--- src/rtl/cpu_clock_seq.sv ---
// Run/halt/step/burst sequencer: divides clk_50 into clk_t/clk_2t and issues whole CPU cycles on request.
// Optional macro STEP_DEBOUNCE_EN adds a DEBOUNCE-cycle stable-high filter on the step button.
module cpu_clock_seq #(
    parameter int CYCLE    = 2,
    parameter int BURST_W  = 8,
    parameter int DEBOUNCE = 16
) (
    input  logic               clk_50,
    input  logic               resetn,
    input  logic               run_req,
    input  logic               step_req,
    input  logic               burst_start,
    input  logic [BURST_W-1:0] burst_len,
    output logic               clk_t,
    output logic               clk_2t,
    output logic               cpu_en,
    output logic               busy,
    output logic [31:0]        cyc_count,
    output logic [1:0]         state_dbg
);

    typedef enum logic [1:0] {
        ST_IDLE  = 2'd0,
        ST_RUN   = 2'd1,
        ST_STEP  = 2'd2,
        ST_BURST = 2'd3
    } state_t;

    localparam int HALF  = CYCLE / 2;
    localparam int CNT_W = (HALF > 1) ? $clog2(HALF) : 1;
    localparam logic [CNT_W-1:0] CNT_LAST = CNT_W'(HALF - 1);

    if (CYCLE < 2 || (CYCLE % 2) != 0 || DEBOUNCE < 1) begin : g_bad_params
        $error("cpu_clock_seq: CYCLE must be even and >= 2, DEBOUNCE >= 1");
    end

    state_t             state;
    state_t             state_nxt;
    logic [CNT_W-1:0]   cnt;
    logic [BURST_W-1:0] remaining;
    logic               step_s1;
    logic               step_s2;
    logic               step_pulse;
    logic               rise_ok;
    logic               at_last;
    logic               rise;
    logic               fall;

    // Step button: two-flop synchronizer followed by a registered one-shot.
`ifdef STEP_DEBOUNCE_EN
    localparam int DEB_W = $clog2(DEBOUNCE + 2);
    localparam logic [DEB_W-1:0] DEB_FIRE = DEB_W'(DEBOUNCE);

    logic [DEB_W-1:0] deb_cnt;

    // Counter saturates one past DEB_FIRE so each high period fires exactly once.
    always_ff @(posedge clk_50 or negedge resetn) begin
        if (!resetn) begin
            step_s1    <= 1'b0;
            step_s2    <= 1'b0;
            deb_cnt    <= '0;
            step_pulse <= 1'b0;
        end else begin
            step_s1 <= step_req;
            step_s2 <= step_s1;
            if (!step_s2) begin
                deb_cnt <= '0;
            end else if (deb_cnt <= DEB_FIRE) begin
                deb_cnt <= deb_cnt + 1'b1;
            end
            step_pulse <= step_s2 && (deb_cnt == DEB_FIRE);
        end
    end
`else
    logic step_d;

    always_ff @(posedge clk_50 or negedge resetn) begin
        if (!resetn) begin
            step_s1    <= 1'b0;
            step_s2    <= 1'b0;
            step_d     <= 1'b0;
            step_pulse <= 1'b0;
        end else begin
            step_s1    <= step_req;
            step_s2    <= step_s1;
            step_d     <= step_s2;
            step_pulse <= step_s2 & ~step_d;
        end
    end
`endif

    // In STEP clk_t is low only before the single rise, so no extra "done" flag is needed.
    always_comb begin
        rise_ok = 1'b0;
        case (state)
            ST_RUN:   rise_ok = run_req;
            ST_STEP:  rise_ok = 1'b1;
            ST_BURST: rise_ok = (remaining != '0);
            default:  rise_ok = 1'b0;
        endcase
        at_last = (cnt == CNT_LAST);
        rise    = ~clk_t & rise_ok & at_last;
        fall    = clk_t & at_last;
    end

    always_comb begin
        state_nxt = state;
        case (state)
            ST_IDLE: begin
                if (!clk_t) begin
                    if (run_req) begin
                        state_nxt = ST_RUN;
                    end else if (burst_start && (burst_len != '0)) begin
                        state_nxt = ST_BURST;
                    end else if (step_pulse) begin
                        state_nxt = ST_STEP;
                    end
                end
            end
            ST_RUN: begin
                if (!run_req && !clk_t) begin
                    state_nxt = ST_IDLE;
                end
            end
            ST_STEP: begin
                if (fall) begin
                    state_nxt = ST_IDLE;
                end
            end
            ST_BURST: begin
                if ((remaining == '0) && !clk_t) begin
                    state_nxt = ST_IDLE;
                end
            end
            default: state_nxt = ST_IDLE;
        endcase
    end

    always_ff @(posedge clk_50 or negedge resetn) begin
        if (!resetn) begin
            state <= ST_IDLE;
        end else begin
            state <= state_nxt;
        end
    end

    // A high clk_t always keeps the divider running, so a started cycle always completes.
    always_ff @(posedge clk_50 or negedge resetn) begin
        if (!resetn) begin
            cnt   <= '0;
            clk_t <= 1'b0;
        end else if (clk_t || rise_ok) begin
            if (at_last) begin
                cnt   <= '0;
                clk_t <= ~clk_t;
            end else begin
                cnt <= cnt + 1'b1;
            end
        end else begin
            cnt <= '0;
        end
    end

    always_ff @(posedge clk_50 or negedge resetn) begin
        if (!resetn) begin
            clk_2t    <= 1'b0;
            cpu_en    <= 1'b0;
            cyc_count <= '0;
        end else begin
            cpu_en <= rise;
            if (rise) begin
                clk_2t    <= ~clk_2t;
                cyc_count <= cyc_count + 32'd1;
            end
        end
    end

    always_ff @(posedge clk_50 or negedge resetn) begin
        if (!resetn) begin
            remaining <= '0;
        end else if ((state == ST_IDLE) && (state_nxt == ST_BURST)) begin
            remaining <= burst_len;
        end else if ((state == ST_BURST) && rise) begin
            remaining <= remaining - 1'b1;
        end
    end

    assign busy      = (state != ST_IDLE) | clk_t;
    assign state_dbg = state;

endmodule

--- config.mk ---
export PLATFORM = sky130hd
export DESIGN_NAME = cpu_clock_seq
export DESIGN_NICKNAME = d
export VERILOG_FILES = /design/src/rtl/cpu_clock_seq.sv
export SDC_FILE = /design/constraint.sdc
export NUM_CORES = 1
export LEC_CHECK = 0
export ABC_CLOCK_PERIOD_IN_PS = 2400
export BUFFER_PORTS_ARGS = -buffer_cell sky130_fd_sc_hd__buf_2
export CAP_MARGIN = 10
export CORE_AREA = 2 2 70 72
export CTS_CLUSTER_DIAMETER = 200
export DETAILED_ROUTE_END_ITERATION = 7
export DIE_AREA = 0 0 72 74
export GPL_ROUTABILITY_DRIVEN = 0
export GPL_TIMING_DRIVEN = 0
export PLACE_DENSITY = 0.77
export SLEW_MARGIN = 10
export SYNTH_ARGS = -nofsm -noshare
export SYNTH_HDL_FRONTEND = slang
export SYNTH_SLANG_ARGS = --single-unit
--- constraint.sdc ---
create_clock -name clk_50 -period 2.4 [get_ports clk_50]
set_input_delay 0.48 -clock clk_50 [delete_from_list [all_inputs] [get_ports clk_50]]
set_output_delay 0.48 -clock clk_50 [all_outputs]
set_load 0.005 [all_outputs]
# [Word-level counts from Yosys, hierarchy flattened]
# Cells that the tools add are included.
[word_totals] reg_bits=50 latchBits=0 ram_bits=0 romBits=0 in_bits=13 out_inout_bits=38 word_cells=55 n_memories=0
[op_classes] addsub=3 multipliers=0 div=0 order_cmp=0 eq_ne=4 n_shift=0 muxes=13 n_bitwise=9 n_reduce_logical=15
[op_table] cell="$add A32 B1 Y32 const B" count=1
[op_table] cell="$mux W8" count=2
[op_table] cell="$reduce_bool A8 Y1" count=2
[op_table] cell="$mux W2" count=7
[op_table] cell="$logic_not A8 Y1" count=1
[op_table] cell="$pmux W2 S4" count=1
[op_table] cell="$sub A8 B1 Y8 const B" count=1
[op_table] cell="$eq A2 B2 Y1 const B" count=3
[op_table] cell="$logic_and A1 B1 Y1" count=5
[op_table] cell="$and A1 B1 Y1" count=4
[op_table] cell="$not A1 Y1" count=4
[op_table] cell="$reduce_bool A2 Y1" count=2
[op_table] cell="$pmux W1 S3" count=1
[op_table] cell="$eq A2 B1 Y1 const B" count=1
[op_table] cell="$logic_not A1 Y1" count=2
[op_table] cell="$logic_not A2 Y1" count=1
[op_table] cell="$mux W1" count=2
[op_table] cell="$reduce_and A2 Y1" count=1
[op_table] cell="$add A1 B1 Y1 const B" count=1
[op_table] cell="$logic_or A1 B1 Y1" count=1
[op_table] cell="$or A1 B1 Y1" count=1

# [Logic depth before layout (Yosys ltp)]
[depth] word_depth=9 depth_mapped=9 mapped_depth_nobuf=7

# [Least setup slack after synthesis]
# OpenSTA, ideal clock, no wires.
[synth_timing] path_kind="reg2reg" from="register remaining[0]" to="register cyc_count[1]" setup_ns=0.127 arrival_time_ns=1.992 required_time_ns=2.273 slack_ns=0.281 stages_incl_launch_ff=10 path_buffers=2 period_less_slack_ns=2.119 cell_sequence="dfrtp_1 inv_1 ha_1 or4b_1 buf_2 nor3_2 or2_1 buf_4 inv_2 mux2_1"
[synth_between] elab_chain_len=4
[synth_rtl] element="start: declaration" line_no="40" source="logic [BURST_W-1:0] remaining;"
[synth_rtl] element="start signal: assignment" line_no="182" source="remaining <= burst_len;"
[synth_rtl] element="start signal: assignment" line_no="184" source="remaining <= remaining - 1'b1;"
[synth_rtl] element="$reduce_bool A8 Y1" line_no="98" source="ST_BURST: rise_ok = (remaining != '0);"
[synth_rtl] element="$pmux W1 S3" line_no="95" source="case (state)"
[synth_rtl] element="$and A1 B1 Y1 (2 in a row)" line_no="102" source="rise = ~clk_t & rise_ok & at_last;"
[synth_rtl] element="net rise" line_no="46" source="logic rise;"
[synth_rtl] element="end signal: assignment" line_no="173" source="cyc_count <= cyc_count + 32'd1;"
[synth_rtl] element="end: declaration" line_no="18" source="output logic [31:0] cyc_count,"
# The timed path passes the listed nets, and every way through them passes these cells.
# A chain may end at the register's enable or synchronous reset.

# [Worst setup path after layout]
# Same ends and word-level chain as after synthesis.

==> impl_metrics.toml <==
[logic_synthesis]
synth-edff-count = 0
synthFlopType = "dfrtp_1"
yosysUniqueCellTypes = 44
yosysTopAreaCell = "dfrtp_1"
yosysTopAreaCellShare_pct = 51.5
seq_area_frac_synth_pct = 51.5
synth_area_sq_um = 2380
avgSynthCellArea_sq_um = 10.6
synth_warnings = 0
synth.area.top_cells = "dfrtp_1 52%, xor2_1 12%, nor4_1 2.9%, nor3_1 2.7%, and4_1 2.6%"
synth.ff_latch_count = 49
synth_nets = 240
async_reset_ff_share_pct = 100
synth_cells = 225

[drt]
antenna_left = 0
viasPerCell = 5.56
routed_wl_mm = 4.98
wire_per_inst_um = 14.8
dr_total_vias = 1873
drt-pass1-iter-count = 4
route.detailed.drc = 0
drt_iter0_drc = 126

[power]
p_leak_uw = 0.00147
p_int_uw = 1690
seqPwrFrac_pct = 46.3
p_comb_share_pct = 26.2
vdd_drop_max_mv = 0.465
power_density_nw_per_um2 = 866
clockPowerShare_pct = 27.5
sw_frac_of_total_pct = 31.2
switching_power_uw = 768

[cts]
cts_buffer_depth = 2
clkLatencyLatePin_ps = 290
numCtsBuffers = 5
htree_levels = 2
cts_setup_buffers = 0
clock_sinks = 49
clkTransAtPathRegs_ps = 90
ctsRootBufferMaster = "clkbuf_8"
cts_tree = "built"

[sta]
fin_crit_ps = 2260
slew_headroom_pct = 28.0
slew_viol_final = 0
finalClockSkew_ps = 6.10
final.setup.tns_ps = 0
hold_viol = 0
finalSetupViolations = 0
tightest_slew_ps = 1080
finalCritPeriodShare_pct = 94.0
max_freq_mhz = 443
grt_setup_unrepaired = "no"

[placed_design]
place_inst = 329
dp.final_hpwl_mm = 3.58
io_buffers = 50

[floorplanning]
fp.dieH_um = 74
core_area_sq_um = 4600
rows = 25
initial_utilization_pct = 51.8
die-area_sq_um = 5330
io_pins = 51
die_x_um = 72

[global_routing]
grt_overflow = 0
track_usage_pct = 19.6
grt_pass1_wl_mm = 8.14
antenna_found_initial = 0
grt_pass1_vias = 1776
grt_max_degree = 50

[worst_setup_path]
critical_path_arrival_ps = 2430
cp_cell_sequence = "inv_1 -> ha_2 -> or4b_1 -> buf_2 -> nor3_4 -> or2_1 -> buf_4 -> inv_2 -> mux2_1"
crit_fanout = 8
critPathLaunchType = "flop"
required_ps = 2580
slowest_stage = "or4b_1"
critical_path.max_stage_delay_ps = 440
crit_buf_inv = 4
timing_worst_setup_path_type = "reg2reg"
critical_path.top_delay_family = "simple AND/OR/NAND/NOR gates"
endpoint_kind = "flop"

[finish]
layout_common_cells = "54 x buf_2, 49 x dfrtp_1, 33 x xor2_1"
nets = 297
area_growth_syn_to_layout_pct = 19.3
final_common_cell = "buf_2"
insertedDiodeCount = 0
drive_gt1_share_pct = 23.7
fin_cells = 337
nFillCells = 403

[worst_hold_path]
hp-class = "in2reg"

[outcome]
status = "completed"

[flow_run]
cap_violations = 0
==> per-stage QoR <==
step           utilization [%]  worst slack, ps  cell area, sq um  hold slack (ps)  total power [uW]
6_report                  61.8              144              2840              290              2460
4_1_cts                   61.6             9.07              2830              280              2480
2_1_floorplan                -              281              2380              184              1560
3_5_place_dp              58.7             45.3              2700              340              1790
5_1_grt                   61.8             16.3              2840              275              2630
3_3_place_gp              58.7              101              2700              334              1760
==> state kept, by name (all words and copies together), names as in the netlist <==
register,count
cyc_count,32
remaining,8
state_dbg,2
clk_2t,1
clk_t,1
cpu_en,1
step_d,1
step_pulse,1
step_s1,1
step_s2,1
==> area by class of cell <==
type	count	area (sq um)	area share, %
Buffer	13	57.6	2.03
Clock buffer	5	68.8	2.42
Clock inverter	3	65.1	2.29
Inverter	9	33.8	1.19
Multi-Input combinational cell	154	1070	37.7
Sequential cell	49	1230	43.2
Tap cell	54	67.6	2.38
Timing Repair Buffer	50	250	8.81
==> repair_timing <==
action,CTS,global route
setup endpoints to repair,0,31
resized for setup,0,2
hold buffers,0,0
==> cell usage after synthesis (2+ instances only) <==
| cell type | n |
|---|---|
| dfrtp_1 | 49 |
| xor2_1 | 33 |
| nor3_1 | 13 |
| nand2_1 | 12 |
| nor4_1 | 11 |
| clkbuf_1 | 8 |
| inv_1 | 8 |
| nand3_1 | 8 |
| nand4_1 | 8 |
| and4_1 | 7 |
| nor2_1 | 7 |
| nor4b_1 | 7 |
| a21oi_1 | 6 |
| buf_2 | 4 |
| nor3b_1 | 3 |
| o211ai_1 | 3 |
| o21ai_0 | 3 |
| or4_1 | 3 |
| xnor2_1 | 3 |
| and2_1 | 2 |
| ha_1 | 2 |
| o31ai_1 | 2 |
| or3_1 | 2 |
==> power by group through the flow <==
stage	Combinational (uW)	Sequential, uW	Clock (uW)
after global placement	613	1140	0
after CTS	646	1140	697
final	644	1140	678
after floorplan	427	1130	0
after detailed placement	640	1150	0
after global routing	733	1170	729
==> logic make-up after synthesis <==
group                    count (synthesis)  synth area share (%)
flip-flops                              49                  51.5
AND/OR/NAND/NOR                         91                  23.1
adder cells (fa/ha/maj)                  2                  1.05
multiplexers                             1                 0.473
buffers and inverters                   22                  3.84
AO/OA/AOI/OAI                           24                  6.73
XOR/XNOR                                36                  13.2
==> final timing paths <==
path	start	end	slack, ps	cells past startpoint
setup / recovery	remaining[0]	cyc_count[1]	140	9
hold / removal	step_req	step_s1	290	1
setup reg to reg	remaining[0]	cyc_count[1]	140	9
hold reg to reg	step_s1	step_s2	360	0
max in group asynchronous	resetn	cyc_count[11]	1360	1
min in group asynchronous	resetn	step_s2	390	1
==> per-layer routing <==
metal / wire [um] / up-vias / GRT usage, %
met5: 0 / - / 0
met1: 2280 / 911 / 26.6
met4: 47 / 0 / 7.76
li1: - / 925 / -
met3: 149 / 5 / 2.98
met2: 2500 / 32 / 32.0
Power figures use the tool's default switching activity.
